$ cat config.mk
export PLATFORM = sky130hd
export DESIGN_NAME = pipe_hazard_ctrl_flat
export DESIGN_NICKNAME = d
export VERILOG_FILES = /design/src/rtl/pipe_hazard_ctrl_if.sv /design/src/rtl/pipe_hazard_ctrl.sv /design/src/flat_wrapper.sv
export SDC_FILE = /design/constraint.sdc
export NUM_CORES = 1
export LEC_CHECK = 0
export CAP_MARGIN = 20
export CORE_ASPECT_RATIO = 0.75
export CORE_UTILIZATION = 25
export CTS_CLUSTER_DIAMETER = 30
export DETAILED_ROUTE_END_ITERATION = 6
export DONT_BUFFER_PORTS = 1
export PLACE_DENSITY = 0.48
export SLEW_MARGIN = 5
export SYNTH_ARGS = -nofsm -noshare
export SYNTH_HDL_FRONTEND = slang
export SYNTH_SLANG_ARGS = --single-unit
$ cat constraint.sdc
create_clock -name clk -period 2.55 [get_ports clk]
set_clock_uncertainty 0.05 [all_clocks]
set_input_delay 0.51 -clock clk [delete_from_list [all_inputs] [get_ports clk]]
set_output_delay 0.51 -clock clk [all_outputs]
set_load 0.05 [all_outputs]
$ cat src/rtl/pipe_hazard_ctrl_if.sv
// pipe_hazard_ctrl_if: signal bundle between the 5-stage pipeline (master) and the hazard controller (slave).
interface pipe_hazard_ctrl_if;
  logic        IM_busy;
  logic        DM_busy;
  logic [4:0]  ID_rs1;
  logic [4:0]  ID_rs2;
  logic        ID_use_rs1;
  logic        ID_use_rs2;
  logic        ID_EX_MemRead;
  logic [4:0]  ID_EX_Rd;
  logic        EX_br_taken;
  logic [31:0] EX_br_target;
  logic        PC_en;
  logic        redirect_valid;
  logic [31:0] redirect_pc;
  logic        IF_ID_en;
  logic        IF_ID_flush;
  logic        ID_EX_bubble;
  logic        pipe_hold;
  logic        bus_err;
  logic [1:0]  ctrl_state;
  modport master (
    output IM_busy, DM_busy, ID_rs1, ID_rs2, ID_use_rs1, ID_use_rs2, ID_EX_MemRead, ID_EX_Rd,
           EX_br_taken, EX_br_target,
    input  PC_en, redirect_valid, redirect_pc, IF_ID_en, IF_ID_flush, ID_EX_bubble, pipe_hold,
           bus_err, ctrl_state
  );
  modport slave (
    input  IM_busy, DM_busy, ID_rs1, ID_rs2, ID_use_rs1, ID_use_rs2, ID_EX_MemRead, ID_EX_Rd,
           EX_br_taken, EX_br_target,
    output PC_en, redirect_valid, redirect_pc, IF_ID_en, IF_ID_flush, ID_EX_bubble, pipe_hold,
           bus_err, ctrl_state
  );
endinterface

$ cat src/rtl/pipe_hazard_ctrl.sv
// pipe_hazard_ctrl: stall/flush/redirect sequencer for the 5-stage RV32 pipeline.
// Optional HAZ_PERF_EN adds 32-bit stall/flush cause counters.
module pipe_hazard_ctrl #(
  parameter int WAIT_MAX = 255
) (
  input  logic              clk,
  input  logic              rst_n,
  pipe_hazard_ctrl_if.slave bus
`ifdef HAZ_PERF_EN
  ,
  output logic [31:0]       perf_dm_stall_o,
  output logic [31:0]       perf_im_stall_o,
  output logic [31:0]       perf_lu_stall_o,
  output logic [31:0]       perf_flush_o
`endif
);
  typedef enum logic [1:0] {BOOT = 2'd0, RUN = 2'd1, IM_WAIT = 2'd2, DM_WAIT = 2'd3} state_t;
  localparam int CW = $clog2(WAIT_MAX + 1);
  localparam logic [CW-1:0] WMAX = CW'(WAIT_MAX);
  state_t          state_q, state_d;
  logic            redir_pend_q, redir_pend_d;
  logic [31:0]     redir_reg_q, redir_reg_d;
  logic [CW-1:0]   wait_cnt_q, wait_cnt_d;
  logic            bus_err_q, bus_err_d;
  logic            lu_q;
  logic            boot, lu_haz, dm, br, rel, lu, im, run, br_now, redir_now;
  // Exactly one winning cause per cycle, highest priority first.
  assign boot      = state_q == BOOT;
  assign lu_haz    = bus.ID_EX_MemRead && (bus.ID_EX_Rd != 5'd0) &&
                     ((bus.ID_use_rs1 && (bus.ID_rs1 == bus.ID_EX_Rd)) ||
                      (bus.ID_use_rs2 && (bus.ID_rs2 == bus.ID_EX_Rd)));
  assign dm        = !boot && bus.DM_busy;
  assign br        = !boot && !bus.DM_busy && bus.EX_br_taken;
  assign rel       = !boot && !bus.DM_busy && !bus.EX_br_taken && redir_pend_q && !bus.IM_busy;
  assign lu        = !boot && !bus.DM_busy && !bus.EX_br_taken && !rel && lu_haz && !lu_q;
  assign im        = !boot && !bus.DM_busy && !bus.EX_br_taken && !lu && bus.IM_busy;
  assign run       = !(boot || dm || br || rel || lu || im);
  assign br_now    = br && !bus.IM_busy;
  assign redir_now = br_now || rel;
  assign bus.PC_en          = run || redir_now;
  assign bus.IF_ID_en       = run;
  assign bus.IF_ID_flush    = boot || br || rel || im;
  assign bus.ID_EX_bubble   = boot || br || lu;
  assign bus.pipe_hold      = dm;
  assign bus.redirect_valid = redir_now;
  assign bus.redirect_pc    = boot ? 32'd0 : br_now ? bus.EX_br_target : redir_reg_q;
  assign bus.bus_err        = bus_err_q;
  assign bus.ctrl_state     = state_q;
  always_comb begin
    state_d      = boot ? RUN : bus.DM_busy ? DM_WAIT : bus.IM_busy ? IM_WAIT : RUN;
    redir_pend_d = (br && bus.IM_busy) || (redir_pend_q && !redir_now);
    redir_reg_d  = (br && bus.IM_busy) ? bus.EX_br_target : redir_reg_q;
    wait_cnt_d   = !(bus.IM_busy || bus.DM_busy) ? '0 :
                   (wait_cnt_q == WMAX) ? WMAX : wait_cnt_q + 1'b1;
    bus_err_d    = bus_err_q || (wait_cnt_d == WMAX);
  end
  always_ff @(posedge clk or negedge rst_n)
    if (!rst_n) begin
      state_q      <= BOOT;
      redir_pend_q <= 1'b0;
      redir_reg_q  <= 32'd0;
      wait_cnt_q   <= '0;
      bus_err_q    <= 1'b0;
      lu_q         <= 1'b0;
    end else begin
      state_q      <= state_d;
      redir_pend_q <= redir_pend_d;
      redir_reg_q  <= redir_reg_d;
      wait_cnt_q   <= wait_cnt_d;
      bus_err_q    <= bus_err_d;
      lu_q         <= lu;
    end
`ifdef HAZ_PERF_EN
  logic [31:0] perf_dm_q, perf_im_q, perf_lu_q, perf_flush_q;
  assign perf_dm_stall_o = perf_dm_q;
  assign perf_im_stall_o = perf_im_q;
  assign perf_lu_stall_o = perf_lu_q;
  assign perf_flush_o    = perf_flush_q;
  always_ff @(posedge clk or negedge rst_n)
    if (!rst_n) begin
      perf_dm_q    <= 32'd0;
      perf_im_q    <= 32'd0;
      perf_lu_q    <= 32'd0;
      perf_flush_q <= 32'd0;
    end else begin
      perf_dm_q    <= perf_dm_q + {31'd0, dm};
      perf_im_q    <= perf_im_q + {31'd0, im};
      perf_lu_q    <= perf_lu_q + {31'd0, lu};
      perf_flush_q <= perf_flush_q + {31'd0, br || rel};
    end
`endif
endmodule
$ cat src/flat_wrapper.sv
// flat-port wrapper written by rule: the top's interface ports become plain ports
module pipe_hazard_ctrl_flat 
#(
  parameter int WAIT_MAX = 255
)
  (clk, rst_n, bus_IM_busy, bus_DM_busy, bus_ID_rs1, bus_ID_rs2, bus_ID_use_rs1, bus_ID_use_rs2, bus_ID_EX_MemRead, bus_ID_EX_Rd, bus_EX_br_taken, bus_EX_br_target, bus_PC_en, bus_redirect_valid, bus_redirect_pc, bus_IF_ID_en, bus_IF_ID_flush, bus_ID_EX_bubble, bus_pipe_hold, bus_bus_err, bus_ctrl_state);
  pipe_hazard_ctrl_if bus_i ();
  input  logic clk;
  input  logic rst_n;
  input wire logic [$bits(bus_i.IM_busy)-1:0] bus_IM_busy;
  input wire logic [$bits(bus_i.DM_busy)-1:0] bus_DM_busy;
  input wire logic [$bits(bus_i.ID_rs1)-1:0] bus_ID_rs1;
  input wire logic [$bits(bus_i.ID_rs2)-1:0] bus_ID_rs2;
  input wire logic [$bits(bus_i.ID_use_rs1)-1:0] bus_ID_use_rs1;
  input wire logic [$bits(bus_i.ID_use_rs2)-1:0] bus_ID_use_rs2;
  input wire logic [$bits(bus_i.ID_EX_MemRead)-1:0] bus_ID_EX_MemRead;
  input wire logic [$bits(bus_i.ID_EX_Rd)-1:0] bus_ID_EX_Rd;
  input wire logic [$bits(bus_i.EX_br_taken)-1:0] bus_EX_br_taken;
  input wire logic [$bits(bus_i.EX_br_target)-1:0] bus_EX_br_target;
  output wire logic [$bits(bus_i.PC_en)-1:0] bus_PC_en;
  output wire logic [$bits(bus_i.redirect_valid)-1:0] bus_redirect_valid;
  output wire logic [$bits(bus_i.redirect_pc)-1:0] bus_redirect_pc;
  output wire logic [$bits(bus_i.IF_ID_en)-1:0] bus_IF_ID_en;
  output wire logic [$bits(bus_i.IF_ID_flush)-1:0] bus_IF_ID_flush;
  output wire logic [$bits(bus_i.ID_EX_bubble)-1:0] bus_ID_EX_bubble;
  output wire logic [$bits(bus_i.pipe_hold)-1:0] bus_pipe_hold;
  output wire logic [$bits(bus_i.bus_err)-1:0] bus_bus_err;
  output wire logic [$bits(bus_i.ctrl_state)-1:0] bus_ctrl_state;
  assign bus_i.IM_busy = bus_IM_busy;
  assign bus_i.DM_busy = bus_DM_busy;
  assign bus_i.ID_rs1 = bus_ID_rs1;
  assign bus_i.ID_rs2 = bus_ID_rs2;
  assign bus_i.ID_use_rs1 = bus_ID_use_rs1;
  assign bus_i.ID_use_rs2 = bus_ID_use_rs2;
  assign bus_i.ID_EX_MemRead = bus_ID_EX_MemRead;
  assign bus_i.ID_EX_Rd = bus_ID_EX_Rd;
  assign bus_i.EX_br_taken = bus_EX_br_taken;
  assign bus_i.EX_br_target = bus_EX_br_target;
  assign bus_PC_en = bus_i.PC_en;
  assign bus_redirect_valid = bus_i.redirect_valid;
  assign bus_redirect_pc = bus_i.redirect_pc;
  assign bus_IF_ID_en = bus_i.IF_ID_en;
  assign bus_IF_ID_flush = bus_i.IF_ID_flush;
  assign bus_ID_EX_bubble = bus_i.ID_EX_bubble;
  assign bus_pipe_hold = bus_i.pipe_hold;
  assign bus_bus_err = bus_i.bus_err;
  assign bus_ctrl_state = bus_i.ctrl_state;
  pipe_hazard_ctrl #(.WAIT_MAX(WAIT_MAX)) u_core (.clk(clk), .rst_n(rst_n), .bus(bus_i));
endmodule
# After elaboration in Yosys (flattened, before gate mapping)
# Cells that the tools add are included.
# W data, S select, Z words.
op_classes:
  add_sub_neg: 1
  n_eq_ne: 4
  n_mux: 7
  reduce_logical: 44
ops:
  columns: ["cell", "count"]
  rows:
  - ["$mux W32", 2]
  - ["$logic_and A1 B1 Y1", 18]
  - ["$eq A8 B8 Y1 const B", 2]
  - ["$mux W8", 2]
  - ["$logic_or A1 B1 Y1", 15]
  - ["$eq A5 B5 Y1", 2]
  - ["$logic_not A1 Y1", 9]
  - ["$add A8 B1 Y8 const B", 1]
  - ["$mux W2", 3]
  - ["$reduce_bool A5 Y1", 1]
  - ["$logic_not A2 Y1", 1]
totals:
  ff_bits: 45
  output_inout_bits: 41
  elab_cells: 62

# Depth between registers and ports, before layout
# Gate-level depths: netlist (run 1).
logic_depth:
  depth_word: 16
  ltp_mapped: 6
  depth_no_buf: 6

# Least setup slack after synthesis (run 1)
# OpenSTA, ideal clock, no wires.
synth_path:
  path_kind: "input port to output port"
  startpoint: "input port bus_ID_EX_Rd[0]"
  endpoint: "output port bus_IF_ID_flush"
  arrival_time_ps: 2435
  t_required_ps: 1990
  path_slack_ps: -445
  path_stages: 4
  n_path_buf: 0
  path_cell_list: "or4_1 > nor2_2 > nor4_4 > o31ai_1"
synth_between:
  elab_chain_cells: 10
  word_cells_on_any_way: 14
synth_rtl:
  columns: ["element", "line", "source"]
  rows:
  - ["from (decl)", "flat_wrapper.sv:17", "input wire logic [$bits(bus_i.ID_EX_Rd)-1:0] bus_ID_EX_Rd;"]
  - ["$eq A5 B5 Y1, on equally long branches", "pipe_hazard_ctrl.sv:30, pipe_hazard_ctrl.sv:31", null]
  - ["$logic_and A1 B1 Y1, on equally long branches", "pipe_hazard_ctrl.sv:30, pipe_hazard_ctrl.sv:31", null]
  - ["$logic_or A1 B1 Y1", "pipe_hazard_ctrl.sv:30", "((bus.ID_use_rs1 && (bus.ID_rs1 == bus.ID_EX_Rd)) ||"]
  - ["$logic_and A1 B1 Y1 *", "pipe_hazard_ctrl.sv:29", "assign lu_haz = bus.ID_EX_MemRead && (bus.ID_EX_Rd != 5'd0) &&"]
  - ["$logic_and A1 B1 Y1 * (2 in a row)", "pipe_hazard_ctrl.sv:35", "assign lu = !boot && !bus.DM_busy && !bus.EX_br_taken && !rel && lu_haz && !lu_q;"]
  - ["named net u_core.lu", "pipe_hazard_ctrl.sv:26", "logic boot, lu_haz, dm, br, rel, lu, im, run, br_now, redir_now;"]
  - ["$logic_not A1 Y1 *", "pipe_hazard_ctrl.sv:36", "assign im = !boot && !bus.DM_busy && !bus.EX_br_taken && !lu && bus.IM_busy;"]
  - ["$logic_and A1 B1 Y1 * (2 in a row)", "pipe_hazard_ctrl.sv:36", null]
  - ["$logic_or A1 B1 Y1 *", "pipe_hazard_ctrl.sv:42", "assign bus.IF_ID_flush = boot || br || rel || im;"]
  - ["to (decl)", "flat_wrapper.sv:24", "output wire logic [$bits(bus_i.IF_ID_flush)-1:0] bus_IF_ID_flush;"]
# Mark *: on every way through the listed nets, which the timed path passes. The rest lies on a longest branch.

# Worst setup path in the final report (run 1)
layout_path:
  startpoint: "register u_core.state_q[1] (netlist: u_core.bus.ctrl_state[1])"
  endpoint: "output port bus_redirect_pc[21]"
layout_between:
  elab_chain_cells: 7
layout_rtl:
  columns: ["element", "line", "source"]
  rows:
  - ["from (decl)", "pipe_hazard_ctrl.sv:20", "state_t state_q, state_d;"]
  - ["from (signal assigned)", "pipe_hazard_ctrl.sv:66", "state_q <= state_d;"]
  - ["$logic_not A2 Y1 *", "pipe_hazard_ctrl.sv:28", "assign boot = state_q == BOOT;"]
  - ["$logic_not A1 Y1", "pipe_hazard_ctrl.sv:33", "assign br = !boot && !bus.DM_busy && bus.EX_br_taken;"]
  - ["$logic_and A1 B1 Y1 (2 in a row)", "pipe_hazard_ctrl.sv:33", null]
  - ["$logic_and A1 B1 Y1", "pipe_hazard_ctrl.sv:38", "assign br_now = br && !bus.IM_busy;"]
  - ["$mux W32", "pipe_hazard_ctrl.sv:46", "assign bus.redirect_pc = boot ? 32'd0 : br_now ? bus.EX_br_target : redir_reg_q;"]
  - ["$mux W32 *", "pipe_hazard_ctrl.sv:46", null]
  - ["to (decl)", "flat_wrapper.sv:22", "output wire logic [$bits(bus_i.redirect_pc)-1:0] bus_redirect_pc;"]
# Mark *: on every way between the ends. The rest lies on a longest branch, timed or not.

==> results of run 1 <==
kinds of logic (layout without fill, tap and decap cells):
logic type,count (synthesis),in the layout,synth area share [%]
and+or+nand+nor,104,104,19.3
xor gates and xnor gates,14,14,4.98
muxes,32,32,14.6
buffers and inverters,20,62,4.01
AOI/OAI and AO/OA,49,49,10.9
DFF,45,45,45.7
adders and majority gates,1,1,0.508
worst max-delay path: stages (launching register included):
cell and delay [ps]:
dfrtp_1 430, or2_2 340, nand3_1 120, buf_4 230
nand2_1 90, a21oi_2 220, buf_12 170
registers in the layout (all words and copies together) (netlist names):
register	count
u_core.redir_reg_q	32
u_core.wait_cnt_q	8
u_core.bus.ctrl_state	2
u_core.bus.bus_err	1
u_core.lu_q	1
u_core.redir_pend_q	1
power breakdown:
part	internal, mW	switching, mW
Combinational	0.613	0.703
Clock	0.415	0.272
Sequential	0.845	0.0849
Total	1.87	1.06
worst max path at each step:
stage,start,to,slack [ps],cells past startpoint
6_report,u_core.bus.ctrl_state[1],bus_redirect_pc[21],90,6
4_1_cts,u_core.bus.ctrl_state[1],bus_redirect_pc[21],80,6
5_1_grt,u_core.bus.ctrl_state[1],bus_redirect_pc[0],-50,6
3_3_place_gp,bus_ID_EX_Rd[4],bus_ID_EX_bubble,280,6
2_1_floorplan,bus_ID_EX_Rd[0],bus_IF_ID_flush,-10,4
3_5_place_dp,bus_ID_EX_Rd[4],bus_ID_EX_bubble,230,6
cell usage in the layout, fill, tap and decap left out, drive strengths merged, types with 2 or more instances in the layout:
master	Yosys	final
nand2	70	70
buf	10	49
dfrtp	45	45
a21oi	39	39
mux2	32	32
nor2	11	11
xor2	9	9
clkbuf	5	7
xnor2	5	5
inv	5	5
nand3	5	5
nor3	5	5
and3	4	4
a31oi	3	3
nor4	3	3
a21o	2	2
o31ai	2	2
routing by layer:
layer	wire (um)	global-route usage (%)
met1	2950	18.0
met2	2920	21.6
met3	437	3.11
met4	55	3.80
met5	0	0
timing repair:
item | in CTS | in global routing
endpoints found under the setup margin | 0 | 20
hold endpoints to repair | 45 | 0
hold buffers | 1 | 0
resized for setup | 0 | 0
cell type report:
| class | instances | area [um^2] |
|---|---|---|
| Clock buffer | 7 | 153 |
| Clock inverter | 1 | 5.00 |
| Fill cell | 910 | 5700 |
| Inverter | 5 | 18.8 |
| Multi-Input combinational cell | 200 | 1370 |
| Sequential cell | 45 | 1130 |
| Tap cell | 128 | 160 |
| Timing Repair Buffer | 49 | 776 |
per-stage QoR:
stage / setup TNS, ps / util, % / instance area (um^2) / setup WS, ps / hold WS, ps
after CTS: 0 / 38.7 / 3600 / 81.8 / 28.5
after global routing: -323 / 38.7 / 3600 / -46.4 / 36.4
final: 0 / 38.7 / 3600 / 90.5 / 25.0
after floorplan: -12.8 / - / 2590 / -12.8 / 164
after global placement: 0 / 36.7 / 3420 / 279 / 165
after detailed placement: 0 / 36.7 / 3420 / 231 / 165
==> metrics.md, run 1 <==
| Metric | Value |
|---|---|
| Fin cells | `435` |
| Power Dens Cells | `814 nW/um^2` |
| Critical path capture point type | `primary output` |
| DPL Wire Length | `4520 um` |
| Top cells by count, synth | `70 x nand2_1, 45 x dfrtp_1, 39 x a21oi_1` |
| Worst-case clock buffer depth | `2` |
| Ranking of synthesized cells by area | `dfrtp_1 46%, mux2_2 15%, nand2_1 11%` |
| P&R area growth vs syn | `46.3%` |
| Final Max Slew Viols | `0` |
| Worst-Margin Slew | `601 ps` |
| Worst-path clk slew | `60 ps` |
| Fraction of registers with async set/reset | `100%` |
| Via density | `4.71` |
| DRT antenna net count | `0` |
| Unrepaired setup endpoints after global routing | `yes` |
| Syn Area/Cell | `9.30 um^2` |
| Reg2Reg Capture Point | `u_core.bus.bus_err` |
| Crit path max fanout | `16` |
| Die width | `117 um` |
| Floorplan row count | `30` |
| Worst r2r src | `u_core.wait_cnt_q[0]` |
| Crit path time final | `2460 ps` |
| Post-synthesis instance total | `265` |
| Most area-hungry cell type in the Yosys netlist | `dfrtp_1` |
| Routed length per placed instance | `14.6 um` |
| Synth top area share | `45.7%` |
| Total routed wirelength | `6360 um` |
| Clock Latency Late Sink | `280 ps` |
| Netlist cell types | `33` |
| Post-CTS Setup Inserts | `0` |
| Gr ovfl total | `0` |
| Routability cong. | `0.817` |
| Starting DRC count in detailed routing | `95` |
| Initial Util | `26.5%` |
| EDFF count, synth | `0` |
| Dpl cells | `426` |
| Initial antenna violation count | `0` |
| Max-Cap Viols | `0` |
| Pin count of the biggest net entering global routing | `46` |
| Outcome | `finished clean` |
| Power, Total | `2.93 mW` |
| Setup violators final | `0` |
| Tcrit/Tclk final | `96.5%` |
| Syn Nets | `321` |
| Worst slew margin | `59.9%` |
| I/O pin count | `96` |
| Reg2Reg Depth | `6` |
| Clk sink count | `45` |
| Vias in the first global route | `2077` |
| Netlist Area Pre-Place | `2460 um^2` |
| Static Leakage | `1.53 nW` |
| Count leader, synth | `nand2_1` |
| DR pass1 iterations | `4` |
| Maximum vdd drop | `0.373 mV` |
| Nets@finish | `362` |
| Overall routing resource usage | `13.4%` |
| DR vias | `2048` |
| Register area share after synthesis | `45.7%` |
| Die area | `10300 um^2` |
| Worst EP required | `1990 ps` |
| Chip height | `88.0 um` |
| CTS H-Tree Depth | `2` |
| Syn. warnings | `0` |
| Global-route wire length before repair | `10500 um` |
| Ant. Diodes | `0` |
| CTS tree | `yes` |
| Residual DRC | `0` |
| CP Data Arrival Time | `1900 ps` |
| Share of cells above drive strength 1 | `41.7%` |
| Core area | `9310 um^2` |
| IO Port Bufs | `0` |
| CTS Root Cell | `clkbuf_16` |
| Flop and latch count out of synthesis | `45` |
| Setup Crit Path Kind | `reg2out` |
| R2r setup slk | `1000 ps` |
| Final Hold Viols | `0` |
| Synth Flop Type | `dfrtp_1` |
| Worst Setup Start Kind | `flip-flop` |
| CTS Buf Count | `5` |
| Max Clock Freq | `407 MHz` |
| Hold WC Path Type | `in2async` |
No activity file was read; power rests on OpenSTA's default activity.
==> inputs of run 2 (changes only) <==
--- a/config.mk
+++ b/config.mk
@@ -13,3 +13,3 @@
 export DONT_BUFFER_PORTS = 1
-export PLACE_DENSITY = 0.48
+export PLACE_DENSITY = 0.36
 export SLEW_MARGIN = 5
==> constraint.sdc (replaced) <==
create_clock -name clk -period 2.55 [get_ports clk]
set_clock_uncertainty 0.05 [all_clocks]
set_input_delay 0.3825 -clock clk [delete_from_list [all_inputs] [get_ports clk]]
set_output_delay 0.3825 -clock clk [all_outputs]
set_load 0.05 [all_outputs]
==> metrics.md, run 2 (synthesized netlist as in run 1, its figures left out) <==
| Metric | Value |
|---|---|
| Total routed wirelength | `6870 um (+8.0%)` |
| Initial Util | `26.5% (unchanged)` |
| Via density | `4.69 (-0.34%)` |
| Die area | `10300 um^2 (unchanged)` |
| Worst-case clock buffer depth | `2 (unchanged)` |
| Initial antenna violation count | `0 (unchanged)` |
| Fin cells | `435 (unchanged)` |
| Place WS | `417 ps (+186 ps)` |
| CTS Root Cell | `clkbuf_16` |
| Gr ovfl total | `0 (unchanged)` |
| Multi-input logic area | `1370 um^2 (unchanged)` |
| Clk sink count | `45 (unchanged)` |
| Maximum vdd drop | `0.401 mV (+7.6%)` |
| DR vias | `2041 (-0.34%)` |
| Residual DRC | `0 (unchanged)` |
| Final hold slack | `175 ps (+150 ps)` |
| Worst-Margin Slew | `611 ps (+10.1 ps)` |
| Worst slew margin | `59.2% (-0.67 points)` |
| Nets@finish | `362 (unchanged)` |
| Post-route cell area | `3620 um^2 (+0.42%)` |
| Setup Crit Path Kind | `reg2out` |
| Fill count | `938 (+3.1%)` |
| Commonest non-fill, non-tap cell in the layout | `nand2_1` |
| Final setup margin | `180 ps (+89.6 ps)` |
| Critical path capture point type | `primary output` |
| DRT antenna net count | `0 (unchanged)` |
| Worst-path clk slew | `60 ps (about the same)` |
| Overall routing resource usage | `14.3% (+0.97 points)` |
| Max reg flops | `32 (unchanged)` |
| Max-Cap Viols | `0 (unchanged)` |
| Crit path time final | `2370 ps (-89.6 ps)` |
| Final Max Slew Viols | `0 (unchanged)` |
| Chip height | `88.0 um (unchanged)` |
| Unrepaired setup endpoints after global routing | `no` |
| Setup violators final | `0 (unchanged)` |
| Max Clock Freq | `422 MHz (+3.8%)` |
| Worst EP required | `2120 ps (+130 ps)` |
| Routed length per placed instance | `15.8 um (+8.0%)` |
| Pin count of the biggest net entering global routing | `46 (unchanged)` |
| Die width | `117 um (unchanged)` |
| Hold WC Path Type | `in2reg` |
| CTS Buf Count | `5 (unchanged)` |
| Vias in the first global route | `2147 (+3.4%)` |
| IO Port Bufs | `0 (unchanged)` |
| Crit path max fanout | `26 (+10)` |
| Largest Register | `u_core.redir_reg_q` |
| Static Leakage | `1.54 nW (+0.39%)` |
| Worst Setup Start Kind | `flip-flop` |
| Floorplan row count | `30 (unchanged)` |
| Final Util | `38.9% (+0.16 points)` |
| Power Dens Cells | `809 nW/um^2 (-0.58%)` |
| Area of placed instances | `3420 um^2 (+0.15%)` |
| DPL Wire Length | `4770 um (+5.5%)` |
| Tcrit/Tclk final | `92.9% (-3.5 points)` |
| P&R area growth vs syn | `46.9%` |
| Register area | `1130 um^2 (unchanged)` |
| Most frequent cells in the layout | `70 x nand2_1, 45 x dfrtp_1, 32 x mux2_2, 32 x buf_12, 30 x a21oi_2` |
| Share of cells above drive strength 1 | `41.4% (-0.33 points)` |
| Starting DRC count in detailed routing | `77 (-19%)` |
| I/O pin count | `96 (unchanged)` |
| Routability cong. | `0.695 (-15%)` |
| CP Data Arrival Time | `1940 ps (+40 ps)` |
| Ant. Diodes | `0 (unchanged)` |
| CTS tree | `yes` |
| Core area | `9310 um^2 (unchanged)` |
| Dpl cells | `425 (-0.23%)` |
| Power, Total | `2.93 mW (-0.16%)` |
| Setup TNS | `0 ps (unchanged)` |
| Final Hold Viols | `0 (unchanged)` |
| CTS H-Tree Depth | `2 (unchanged)` |
| Global-route wire length before repair | `11200 um (+6.8%)` |
| DR pass1 iterations | `4 (unchanged)` |
| Clock Latency Late Sink | `280 ps (about the same)` |
| Outcome | `finished clean` |
run 2: cell count changes in the layout (fill, tap and decap cells not counted), sizes merged:
cell and change:
buf -1, dlygate4sd3 +1
run 2: critical path, cell delays in order, from the launching register on:
cell and delay (ps):
dfrtp_1 410, or2_2 330, nand3_1 110, buf_4 300, nand2_1 120, a21oi_2 200
buf_12 160
run 2: final timing paths:
| path | startpoint | endpoint | slack, ps | depth (start not counted) |
|---|---|---|---|---|
| max | u_core.bus.ctrl_state[1] | bus_redirect_pc[15] | 180 | 6 |
| min | bus_IM_busy | u_core.bus.ctrl_state[0] | 170 | 1 |
| max reg2reg | u_core.wait_cnt_q[0] | u_core.bus.bus_err | 950 | 6 |
| min reg2reg | u_core.redir_reg_q[14] | u_core.redir_reg_q[14] | 460 | 1 |
| max in group asynchronous | rst_n | u_core.redir_reg_q[2] | 1680 | 2 |
| min in group asynchronous | rst_n | u_core.redir_reg_q[27] | 550 | 2 |
run 2: per-layer routing:
metal,wire (um),part of all wire (%),track usage (%),vias up
li1,-,-,-,981
met5,0,0,0,-
met1,3200,47,19.9,974
met3,658,9.6,4.91,8
met2,2950,43,21.1,78
met4,66,0.96,4.03,0
run 2: power breakdown:
group          internal [mW]  switching (mW)
combinational          0.614           0.711
clock                  0.415           0.258
sequential             0.846          0.0841
run 2: what timing repair did:
action	in CTS	in global routing
hold buffers	2	0
buffers inserted	0	0
hold endpoints to repair	45	0
gates resized for setup	0	0
run 2: final cells by class:
type | count | area share, %
clock buffers | 7 | 4.22
clock inverters | 1 | 0.138
inverters | 5 | 0.518
multi-input cells | 200 | 37.7
flip-flops and latches | 45 | 31.1
well taps | 128 | 4.42
repair buffers | 49 | 21.8
==> inputs of run 3 (changes only) <==
CORE_UTILIZATION = 35   (was 25)
CTS_CLUSTER_DIAMETER = not set   (was 30)
PLACE_DENSITY = 0.47   (was 0.36)
==> metrics.md, run 3 (synthesized netlist as in run 1, its figures left out) <==
| Metric | Value |
|---|---|
| Outcome | `finished clean` |
| Vias in the first global route | `1996 (-7.0%)` |
| Clk sink count | `45 (unchanged)` |
| Worst r2r src | `u_core.wait_cnt_q[0]` |
| Post-CTS sizing | `0 (unchanged)` |
| Core area | `6800 um^2 (-27%)` |
| Ant. Diodes | `0 (unchanged)` |
| CP max stage delay | `430 ps (+20 ps)` |
| Unrepaired setup endpoints after global routing | `no` |
| Routability cong. | `0.765 (+10%)` |
| Chip height | `74.7 um (-15%)` |
| Gr ovfl total | `0 (unchanged)` |
| R2r setup slk | `960 ps (about the same)` |
| CTS H-Tree Depth | `2 (unchanged)` |
| Crit path time final | `2320 ps (-47.9 ps)` |
| Commonest non-fill, non-tap cell in the layout | `nand2_1` |
| Crit path max fanout | `18 (-31%)` |
| DR vias | `2061 (+0.98%)` |
| CP top delay family | `simple AND/OR/NAND/NOR gates` |
| Post-route cell area | `3490 um^2 (-3.6%)` |
| Setup violators final | `0 (unchanged)` |
| Critical-path top delay cell | `dfrtp_1` |
| Starting DRC count in detailed routing | `79 (+2.6%)` |
| CP Data Arrival Time | `1890 ps (-50 ps)` |
| Area of placed instances | `3360 um^2 (-1.8%)` |
| Critical path capture point type | `primary output` |
| Die width | `98.9 um (-15%)` |
| Reg2Reg Capture Point | `u_core.bus.bus_err` |
| Share of cells above drive strength 1 | `41.0% (-0.33 points)` |
| Crit path top cell by count | `buf_4` |
| Initial Util | `36.2% (+9.8 points)` |
| Crit path cell chain | `or2_2 > nand3_1 > buf_4 > nand2_1 > a21oi_1 > buf_4` |
| Max reg flops | `32 (unchanged)` |
| Global-route wire length before repair | `10000 um (-11%)` |
| Nets@finish | `363 (+0.28%)` |
| Maximum vdd drop | `0.357 mV (-11%)` |
| Fill count | `642 (-32%)` |
| Worst-case clock buffer depth | `2 (unchanged)` |
| Final Hold Viols | `0 (unchanged)` |
| Final Max Slew Viols | `0 (unchanged)` |
| Place WS | `513 ps (+95.9 ps)` |
| Worst min-delay path startpoint | `bus_IM_busy` |
| CTS Root Cell | `clkbuf_8` |
| DR pass1 iterations | `4 (unchanged)` |
| CTS tree | `yes` |
| DRT antenna net count | `0 (unchanged)` |
| Register area | `1130 um^2 (unchanged)` |
| Crit path buf inv count | `2 (unchanged)` |
| Setup TNS | `0 ps (unchanged)` |
| I/O pin count | `96 (unchanged)` |
| Initial antenna violation count | `0 (unchanged)` |
| Routed length per placed instance | `16.0 um (+1.5%)` |
| Final setup margin | `228 ps (+47.9 ps)` |
| CTS Buf Count | `5 (unchanged)` |
| Power, Total | `2.69 mW (-8.2%)` |
| Power Dens Cells | `771 nW/um^2 (-4.7%)` |
| Pin count of the biggest net entering global routing | `46 (unchanged)` |
| Worst-path clk slew | `80 ps (+20 ps)` |
| Worst slew margin | `60.8% (+1.6 points)` |
| Clock Latency Late Sink | `290 ps (about the same)` |
| Post-CTS Setup Inserts | `0 (unchanged)` |
| Reg2Reg Depth | `6 (unchanged)` |
| Tcrit/Tclk final | `91.1% (-1.9 points)` |
| Worst-Margin Slew | `588 ps (-23.7 ps)` |
| Die area | `7380 um^2 (-28%)` |
| Multi-input logic area | `1370 um^2 (unchanged)` |
| Hold WC Path Type | `in2reg` |
| Overall routing resource usage | `17.8% (+3.4 points)` |
| Max-Cap Viols | `0 (unchanged)` |
| DPL Wire Length | `4370 um (-8.4%)` |
| Max Clock Freq | `431 MHz (+2.1%)` |
| Static Leakage | `1.50 nW (-2.4%)` |
| Hold endpoint | `u_core.bus.ctrl_state[0]` |
| P&R area growth vs syn | `41.6%` |
| Floorplan row count | `26 (-13%)` |
| Worst Setup Start Kind | `flip-flop` |
| Worst EP required | `2120 ps (about the same)` |
| IO Port Bufs | `0 (unchanged)` |
| Via density | `5.27 (+12%)` |
| WHS Path Cells | `1 (unchanged)` |
| Largest Register | `u_core.redir_reg_q` |
| Setup Crit Path Kind | `reg2out` |
| Total routed wirelength | `6260 um (-8.8%)` |
| Most frequent cells in the layout | `70 x nand2_1, 45 x dfrtp_1, 32 x mux2_2` |
| Residual DRC | `0 (unchanged)` |
run 3: changes by cell type in the layout (fill, tap and decap cells not counted), sizes merged:
cell and change:
buf +1, clkinv -1
run 3: metal layers:
| layer | GRT usage (%) | vias up | share of wire, % |
|---|---|---|---|
| li1 | - | 980 | - |
| met1 | 23.6 | 1010 | 47 |
| met2 | 29.1 | 64 | 45 |
| met3 | 4.74 | 7 | 7.3 |
| met4 | 4.98 | 0 | 1.1 |
| met5 | 0 | - | 0 |
run 3: final cells by class:
| cell class | count | share of cell area, % |
|---|---|---|
| multi-input combinational | 200 | 39.2 |
| timing repair buffer | 50 | 22.5 |
| inverter | 5 | 0.538 |
| clock buffer | 7 | 2.47 |
| sequential | 45 | 32.3 |
| tap | 84 | 3.01 |
run 3: worst max-delay path by stage:
stage	from	to	depth (start not counted)
2_1_floorplan	u_core.bus.ctrl_state[1]	bus_IF_ID_flush	5
3_5_place_dp	bus_ID_EX_Rd[4]	bus_ID_EX_bubble	6
4_1_cts	u_core.bus.ctrl_state[1]	bus_redirect_pc[9]	6
6_report	u_core.bus.ctrl_state[1]	bus_redirect_pc[31]	6
3_3_place_gp	bus_ID_EX_Rd[4]	bus_ID_EX_bubble	6
5_1_grt	u_core.bus.ctrl_state[1]	bus_redirect_pc[0]	6
run 3: what timing repair did:
| action | in CTS | in global routing |
|---|---|---|
| setup endpoints to repair | 0 | 0 |
| hold buffers | 2 | 0 |
| endpoints found under the hold margin | 45 | 0 |
run 3: per-stage QoR:
stage | hold slack [ps] | cells | utilization, %
CTS | 158 | 391 | 51.3
global route | 159 | 391 | 51.3
global placement | 38.3 | 382 | 49.5
finish | 160 | 391 | 51.3
detailed placement | 38.5 | 382 | 49.5
floorplan | 36.9 | 265 | -
run 3: report_power, final:
| part | total [mW] | internal (mW) | switching [mW] |
|---|---|---|---|
| clock network | 0.445 | 0.215 | 0.230 |
| registers | 0.927 | 0.844 | 0.0827 |
| logic | 1.32 | 0.614 | 0.703 |
| total | 2.69 | 1.67 | 1.02 |
